## config.mk

```make
export PLATFORM = sky130hd
export DESIGN_NAME = guitar_effect_regs
export DESIGN_NICKNAME = d
export VERILOG_FILES = /design/src/rtl/guitar_effect_regs.sv
export SDC_FILE = /design/constraint.sdc
export NUM_CORES = 1
export LEC_CHECK = 0
export BUFFER_PORTS_ARGS = -buffer_cell sky130_fd_sc_hd__buf_2
export CAP_MARGIN = 10
export CORE_MARGIN = 2
export CORE_UTILIZATION = 30
export CTS_BUF_LIST = sky130_fd_sc_hd__clkbuf_2 sky130_fd_sc_hd__clkbuf_4 sky130_fd_sc_hd__clkbuf_8
export DETAILED_ROUTE_END_ITERATION = 8
export PLACE_DENSITY_LB_ADDON = 0.05
export SLEW_MARGIN = 20
export SYNTH_ARGS = -nofsm -noshare
export SYNTH_HDL_FRONTEND = slang
export SYNTH_SLANG_ARGS = --single-unit
```

## constraint.sdc

```tcl
create_clock -name clk -period 4.2 [get_ports clk]
set_clock_uncertainty 0.15 [all_clocks]
set_input_delay 0.63 -clock clk [delete_from_list [all_inputs] [get_ports clk]]
set_output_delay 0.63 -clock clk [all_outputs]
set_load 0.01 [all_outputs]
```

## src/rtl/guitar_effect_regs.sv

```systemverilog
// Avalon-MM register bank for the guitar effect: distortion settings, status/control,
// and one-deep ADC input / DAC output sample mailboxes.
module guitar_effect_regs #(
    parameter int          DW       = 16,
    parameter logic [31:0] GAIN_RST = 32'd1,
    parameter logic [31:0] ID_VALUE = 32'h4755_0001
) (
    input  logic          clk,
    input  logic          reset,
    input  logic [4:0]    avl_address,
    input  logic          avl_read,
    input  logic          avl_write,
    input  logic [31:0]   avl_writedata,
    output logic [31:0]   avl_readdata,
    input  logic [DW-1:0] adc_sample,
    input  logic          adc_valid,
    output logic [DW-1:0] dac_sample,
    output logic          dac_valid,
    input  logic          dac_ready,
    output logic [31:0]   cfg_gain,
    output logic [31:0]   cfg_boost,
    output logic          cfg_bypass
);

    localparam logic [4:0] ADDR_ID      = 5'h00;
    localparam logic [4:0] ADDR_GAIN    = 5'h01;
    localparam logic [4:0] ADDR_BOOST   = 5'h02;
    localparam logic [4:0] ADDR_STATUS  = 5'h03;
    localparam logic [4:0] ADDR_CONTROL = 5'h04;
    localparam logic [4:0] ADDR_INPUT   = 5'h06;
    localparam logic [4:0] ADDR_OUTPUT  = 5'h05;

    logic [31:0]   gain;
    logic [31:0]   boost;
    logic          enable;
    logic          bypass;
    logic          in_avail;
    logic          in_overrun;
    logic          out_overrun;
    logic [DW-1:0] in_sample;

    logic          rd_en;
    logic          rd_input;
    logic          adc_take;
    logic          status_wr;
    logic          out_wr;
    logic          out_load;
    logic          out_drop;
    logic [31:0]   in_ext;
    logic [31:0]   status;
    logic [31:0]   rd_mux;

    // A simultaneous write suppresses the read entirely.
    assign rd_en     = avl_read & ~avl_write;
    assign rd_input  = rd_en & (avl_address == ADDR_INPUT);
    assign adc_take  = enable & adc_valid;
    assign status_wr = avl_write & (avl_address == ADDR_STATUS);
    assign out_wr    = avl_write & (avl_address == ADDR_OUTPUT);
    assign out_load  = out_wr & (~dac_valid | dac_ready);
    assign out_drop  = out_wr & dac_valid & ~dac_ready;

    assign in_ext = {{(33-DW){in_sample[DW-1]}}, in_sample[DW-2:0]};
    assign status = {28'd0, out_overrun, dac_valid, in_overrun, in_avail};

    always_comb begin
        rd_mux = 32'd0;
        case (avl_address)
            ADDR_ID:      rd_mux = ID_VALUE;
            ADDR_GAIN:    rd_mux = gain;
            ADDR_BOOST:   rd_mux = boost;
            ADDR_STATUS:  rd_mux = status;
            ADDR_CONTROL: rd_mux = {30'd0, bypass, enable};
            ADDR_INPUT:   rd_mux = in_ext;
            default:      rd_mux = 32'd0;
        endcase
    end

    always_ff @(posedge clk or posedge reset) begin
        if (reset) begin
            avl_readdata <= 32'd0;
            gain         <= GAIN_RST;
            boost        <= 32'd0;
            enable       <= 1'b0;
            bypass       <= 1'b0;
            in_avail     <= 1'b0;
            in_overrun   <= 1'b0;
            out_overrun  <= 1'b0;
            in_sample    <= '0;
            dac_sample   <= '0;
            dac_valid    <= 1'b0;
        end else begin
            if (rd_en)
                avl_readdata <= rd_mux;

            if (avl_write && avl_address == ADDR_GAIN)
                gain <= avl_writedata;
            if (avl_write && avl_address == ADDR_BOOST)
                boost <= avl_writedata;
            if (avl_write && avl_address == ADDR_CONTROL) begin
                enable <= avl_writedata[0];
                bypass <= avl_writedata[1];
            end

            // A fresh sample arriving alongside the draining read keeps the mailbox full.
            if (adc_take) begin
                in_sample <= adc_sample;
                in_avail  <= 1'b1;
            end else if (rd_input) begin
                in_avail  <= 1'b0;
            end

            // Set terms are OR'd after the clear so a coincident set wins.
            in_overrun  <= (adc_take & in_avail & ~rd_input) |
                           (in_overrun & ~(status_wr & avl_writedata[1]));
            out_overrun <= out_drop |
                           (out_overrun & ~(status_wr & avl_writedata[3]));

            if (out_load) begin
                dac_sample <= avl_writedata[DW-1:0];
                dac_valid  <= 1'b1;
            end else if (dac_valid && dac_ready) begin
                dac_valid  <= 1'b0;
            end
        end
    end

    assign cfg_gain   = gain;
    assign cfg_boost  = boost;
    assign cfg_bypass = bypass;

endmodule

```

=== Word-level counts from Yosys, hierarchy flattened ===
Index checks and enable logic that the tools add are counted.

* ROM bits: 0
* Bits in writable memories: 0
* Register bits after elaboration: 134
* Output and inout bits: 114
* Input bits: 59
* Latch bits: 0
* Memories kept: 0
* Logic and storage cells: 52

* Multiplexer cells: 5
* Divide/modulo/power cells: 0
* Shift operators: 0
* Multipliers: 0
* Reduce and logical (&&, ||, !) cells: 7
* Eq/ne operators: 6
* Bitwise gates (word level): 23
* Add/sub/neg operators: 0
* Order comparisons: 0

{| class="wikitable"
|+ Operators with widths
! operator !! count
|-
| case mux 32 bit (6 select lines) || 1
|-
| == test 5 x 3 -> 1 bit, second input constant || 3
|-
| bitwise AND 1 bit || 14
|-
| == test 5 x 2 -> 1 bit, second input constant || 2
|-
| NOT 1 bit || 6
|-
| == test 5 x 1 -> 1 bit, second input constant || 1
|-
| logical NOT 5 bit || 1
|-
| logical AND 1 bit || 4
|-
| two-way mux 1 bit || 4
|-
| nonzero test 2 bit || 2
|-
| bitwise OR 1 bit || 3
|}

=== Longest topological paths before layout ===
* Word-level depth: 6
* Mapped depth: 7
* Mapped depth without buffers: 4

=== Worst setup path before layout ===
OpenSTA, ideal clock, no wires.

* Path type: input-to-reg
* Start point: in avl_address[2]
* End point: reg gain[4], in the netlist cfg_gain[4]
* Path buffers: 3
* Arrival: 1.817 ns
* Stages on the path: 6
* Data required time: 3.925 ns
* Slack: 2.109 ns
* Library setup time: 0.125 ns
* Cell sequence: buf_6 > nor3_2 > and3_1 > buf_4 > buf_6 > mux2_2

* Cells in the longest elaborated chain, start to end: 2

{| class="wikitable"
|+ RTL lines
! what !! RTL line !! source
|-
| start: declaration || 10 || <nowiki>input logic [4:0] avl_address,</nowiki>
|-
| == test 5 x 1 -> 1 bit || 95 || <nowiki>if (avl_write && avl_address == ADDR_GAIN)</nowiki>
|-
| logical AND 1 bit || 95 ||
|-
| end signal: assignment || 96 || <nowiki>gain <= avl_writedata;</nowiki>
|-
| end: declaration || 33 || <nowiki>logic [31:0] gain;</nowiki>
|}

Every way passes these cells.
A chain may end at the register's enable or synchronous reset.

=== Worst setup path after layout ===
* Start point: in avl_address[2]
* End point: reg boost[18], in the netlist cfg_boost[18]

* Cells in the longest elaborated chain, start to end: 2

{| class="wikitable"
|+ RTL lines
! what !! RTL line !! source
|-
| == test 5 x 2 -> 1 bit || 97 || <nowiki>if (avl_write && avl_address == ADDR_BOOST)</nowiki>
|-
| logical AND 1 bit || 97 ||
|-
| end signal: assignment || 98 || <nowiki>boost <= avl_writedata;</nowiki>
|-
| end: declaration || 34 || <nowiki>logic [31:0] boost;</nowiki>
|}

Every way passes these cells.

==> results.sh <==
export IMPL_status="finished clean"
export IMPL_endpoint_kind="flip-flop"
export IMPL_wl_per_cell_um=20.0
export IMPL_max_freq_mhz=402
export IMPL_synth_compound_area_share_pct=11.1
export IMPL_worstSetupStartpointType="input pin"
export IMPL_reg2reg_from="enable$_DFFE_PP0P_"
export IMPL_reg2reg_slack_ns=2.35
export IMPL_multi_input_area_mm2=0.00214
export IMPL_grt_busiest_layer="met2"
export IMPL_synth_top_cell_area_share_pct=58.6
export IMPL_die_w_um=142
export IMPL_synth_area_leaders="dfrtp_1 59%, mux2_2 15%, a22o_1 3.4%, mux2_1 3.4%, a221o_1 2.8%"
export IMPL_final_seq_area_mm2=0.00335
export IMPL_cts_resized=0
export IMPL_die_area_mm2=0.0200
export IMPL_cts_setup_buffers=0
export IMPL_drc=0
export IMPL_postCtsHoldBufs=0
export IMPL_cp_max_fo=32
export IMPL_final_antenna_net_count=0
export IMPL_row_count=50
export IMPL_crit_end="cfg_boost[18]$_DFFE_PP0P_"
export IMPL_gr_usage_all_layers_pct=16.5
export IMPL_power_density_mw_per_mm2=477
export IMPL_grt_pass1_wl_mm=24.9
export IMPL_peakVddDrop_mv=0.180
export IMPL_cts_sinks=134
export IMPL_synth_cell_types=37
export IMPL_yosys_warnings=0
export IMPL_tritoncts="done"
export IMPL_grt_use_met1_pct=21.8
export IMPL_clk_pin_slew_worst_paths_ns=0.08
export IMPL_place_port_buffers=172
export IMPL_ff2ff_path_depth=2
export IMPL_ys_seq_area_share_pct=59.1
export IMPL_routed_via_density=4.91
export IMPL_cap_violations=0
export IMPL_syn_area_per_cell_um2=14.6
export IMPL_finalMaxSlewViolations=0
export IMPL_core_area_mm2=0.0186
export IMPL_min_path_type="in2async"
export IMPL_drt_first_pass_iters=4
export IMPL_gp_congestion=0.703
export IMPL_cts_buffer_depth=2
export IMPL_synth_mux_area_fraction_pct=21.9
export IMPL_synth_adder_area_share_pct=0
export IMPL_synth_top_family_by_area="multiplexers"
export IMPL_htreeDepth=4
export IMPL_grtUsageMet3_pct=5.33
export IMPL_setup_violations=0
export IMPL_vias=3951
export IMPL_power_leakage_uw=0.00356
export IMPL_synth_area_leader_cell="dfrtp_1"
export IMPL_r2r_end="in_sample[14]$_DFFE_PP0N_"
export IMPL_period_share_pct=59.2
export IMPL_tightest_slew_ns=1.13
export IMPL_place_hpwl_mm=10.6
export IMPL_io_pins=173
export IMPL_drive_gt1_share_pct=53.3
export IMPL_synth_cells=388
export IMPL_final_common_cell="buf_2"
export IMPL_crit_type="in2reg"
export IMPL_grt_pass1_vias=4179
export IMPL_hold_viol_final=0
export IMPL_drtIter0Drc=187
export IMPL_fin_crit_ns=2.49
export IMPL_crit_start="avl_address[2]"
export IMPL_layout_common_cells="172 x buf_2, 133 x dfrtp_1, 74 x mux2_2"
export IMPL_syn_nets=447
export IMPL_final_nets=615
export IMPL_fin_util_pct=38.0
export IMPL_met2_usage_pct=26.2
export IMPL_root_buffer="clkbuf_8"
export IMPL_cts_buffers=17
export IMPL_synthXorXnorAreaFrac_pct=0
export IMPL_netlist_area_mm2=0.00568
export IMPL_wl_mm=16.1
export IMPL_grt_max_degree=135
export IMPL_gr_total_overflow=0
export IMPL_relSlewSlack_pct=24.7
export IMPL_antenna_found_initial=1
export IMPL_rsz0062_at_grt="false"
export IMPL_area_growth_pct=24.7
export IMPL_die_height_um=142
export IMPL_required_ns=4.37
export IMPL_ys_ff_latch=134
export IMPL_start_util_pct=30.5
export IMPL_tns_ns=0
export IMPL_cp_arrival_ns=2.65
export IMPL_yosys_area_share_simple_pct=4.47
export IMPL_clk_latency_ns=0.43
export IMPL_fillers=1861
routing by layer:
metal,wire (µm),vias to the layer above
met1,7400,2030
met3,887,12
met4,180,0
met5,0,-
li1,-,1798
met2,7620,111
report_power, final:
part | internal, µW | switching (µW)
clock network | 554 | 494
registers | 1530 | 155
logic | 339 | 306
cell families after synthesis:
logic type      count (synthesis)
simple gates                   40
buf+inv                        28
flops                         134
mux                           108
compound gates                 78
synthesized netlist by cell type, drive strengths merged:
| master | count |
|---|---|
| buf | 20 |
| and3 | 2 |
| o2111ai | 1 |
| nand3 | 4 |
| dfstp | 1 |
| nor3b | 1 |
| nor2 | 7 |
| and2 | 2 |
| dfrtp | 133 |
| nor2b | 3 |
| clkbuf | 6 |
| nand2b | 3 |
| or3b | 1 |
| a22o | 22 |
| nand4 | 1 |
| a22oi | 16 |
| mux2i | 7 |
| nor3 | 3 |
| nand2 | 9 |
| a221o | 16 |
| a221oi | 2 |
| inv | 2 |
| o2bb2ai | 6 |
| o21a | 1 |
| nor4 | 2 |
| and4 | 2 |
| a21oi | 4 |
| mux2 | 101 |
| o21ai | 10 |
sequential cells by signal (all words and copies together), names as in the netlist:
name and count:
dac_valid 1, in_overrun 1, cfg_boost 32, avl_readdata 32, out_overrun 1, cfg_gain 32, dac_sample 16, enable 1
cfg_bypass 1, in_avail 1, in_sample 16
final cells by class:
| class | count | share of cell area (%) |
|---|---|---|
| Sequential cell | 134 | 47.4 |
| Multi-Input combinational cell | 226 | 30.3 |
| Timing Repair Buffer | 175 | 12.7 |
| Tap cell | 234 | 4.14 |
| Clock buffer | 22 | 3.83 |
| Clock inverter | 10 | 1.52 |
| Inverter | 2 | 0.159 |
| Antenna cell | 1 | 0.0353 |
through the flow:
| step | worst slack (ns) | hold slack (ns) | cells | instance area, µm² | power, µW |
|---|---|---|---|---|---|
| 3_5_place_dp | 1.19 | 0.335 | 771 | 6690 | 2370 |
| 3_3_place_gp | 1.26 | 0.317 | 771 | 6690 | 2350 |
| 5_1_grt | 1.62 | 0.230 | 803 | 7080 | 3560 |
| 6_report | 1.71 | 0.241 | 804 | 7080 | 3380 |
| 2_1_floorplan | 1.76 | 0.301 | 388 | 5680 | 2060 |
| 4_1_cts | 1.69 | 0.235 | 803 | 7070 | 3430 |
how the worst min path moves through the flow:
stage / start / end / slack [ns] / cells past startpoint
after floorplan: in_overrun$_DFF_PP0_ / in_overrun$_DFF_PP0_ / 0.30 / 1
after global placement: in_overrun$_DFF_PP0_ / in_overrun$_DFF_PP0_ / 0.32 / 1
after detailed placement: avl_readdata[31]$_DFFE_PP0P_ / avl_readdata[31]$_DFFE_PP0P_ / 0.33 / 2
after CTS: adc_sample[9] / in_sample[9]$_DFFE_PP0N_ / 0.23 / 2
after global routing: adc_sample[0] / in_sample[0]$_DFFE_PP0N_ / 0.23 / 2
final: reset / in_overrun$_DFF_PP0_ / 0.24 / 3
worst max-delay path, stage by stage:
cell,delay [ns]
buf_2,0.20
nor3_2,0.42
and3_2,0.96
mux2_2,0.42
(Power assumes the default switching activity.)
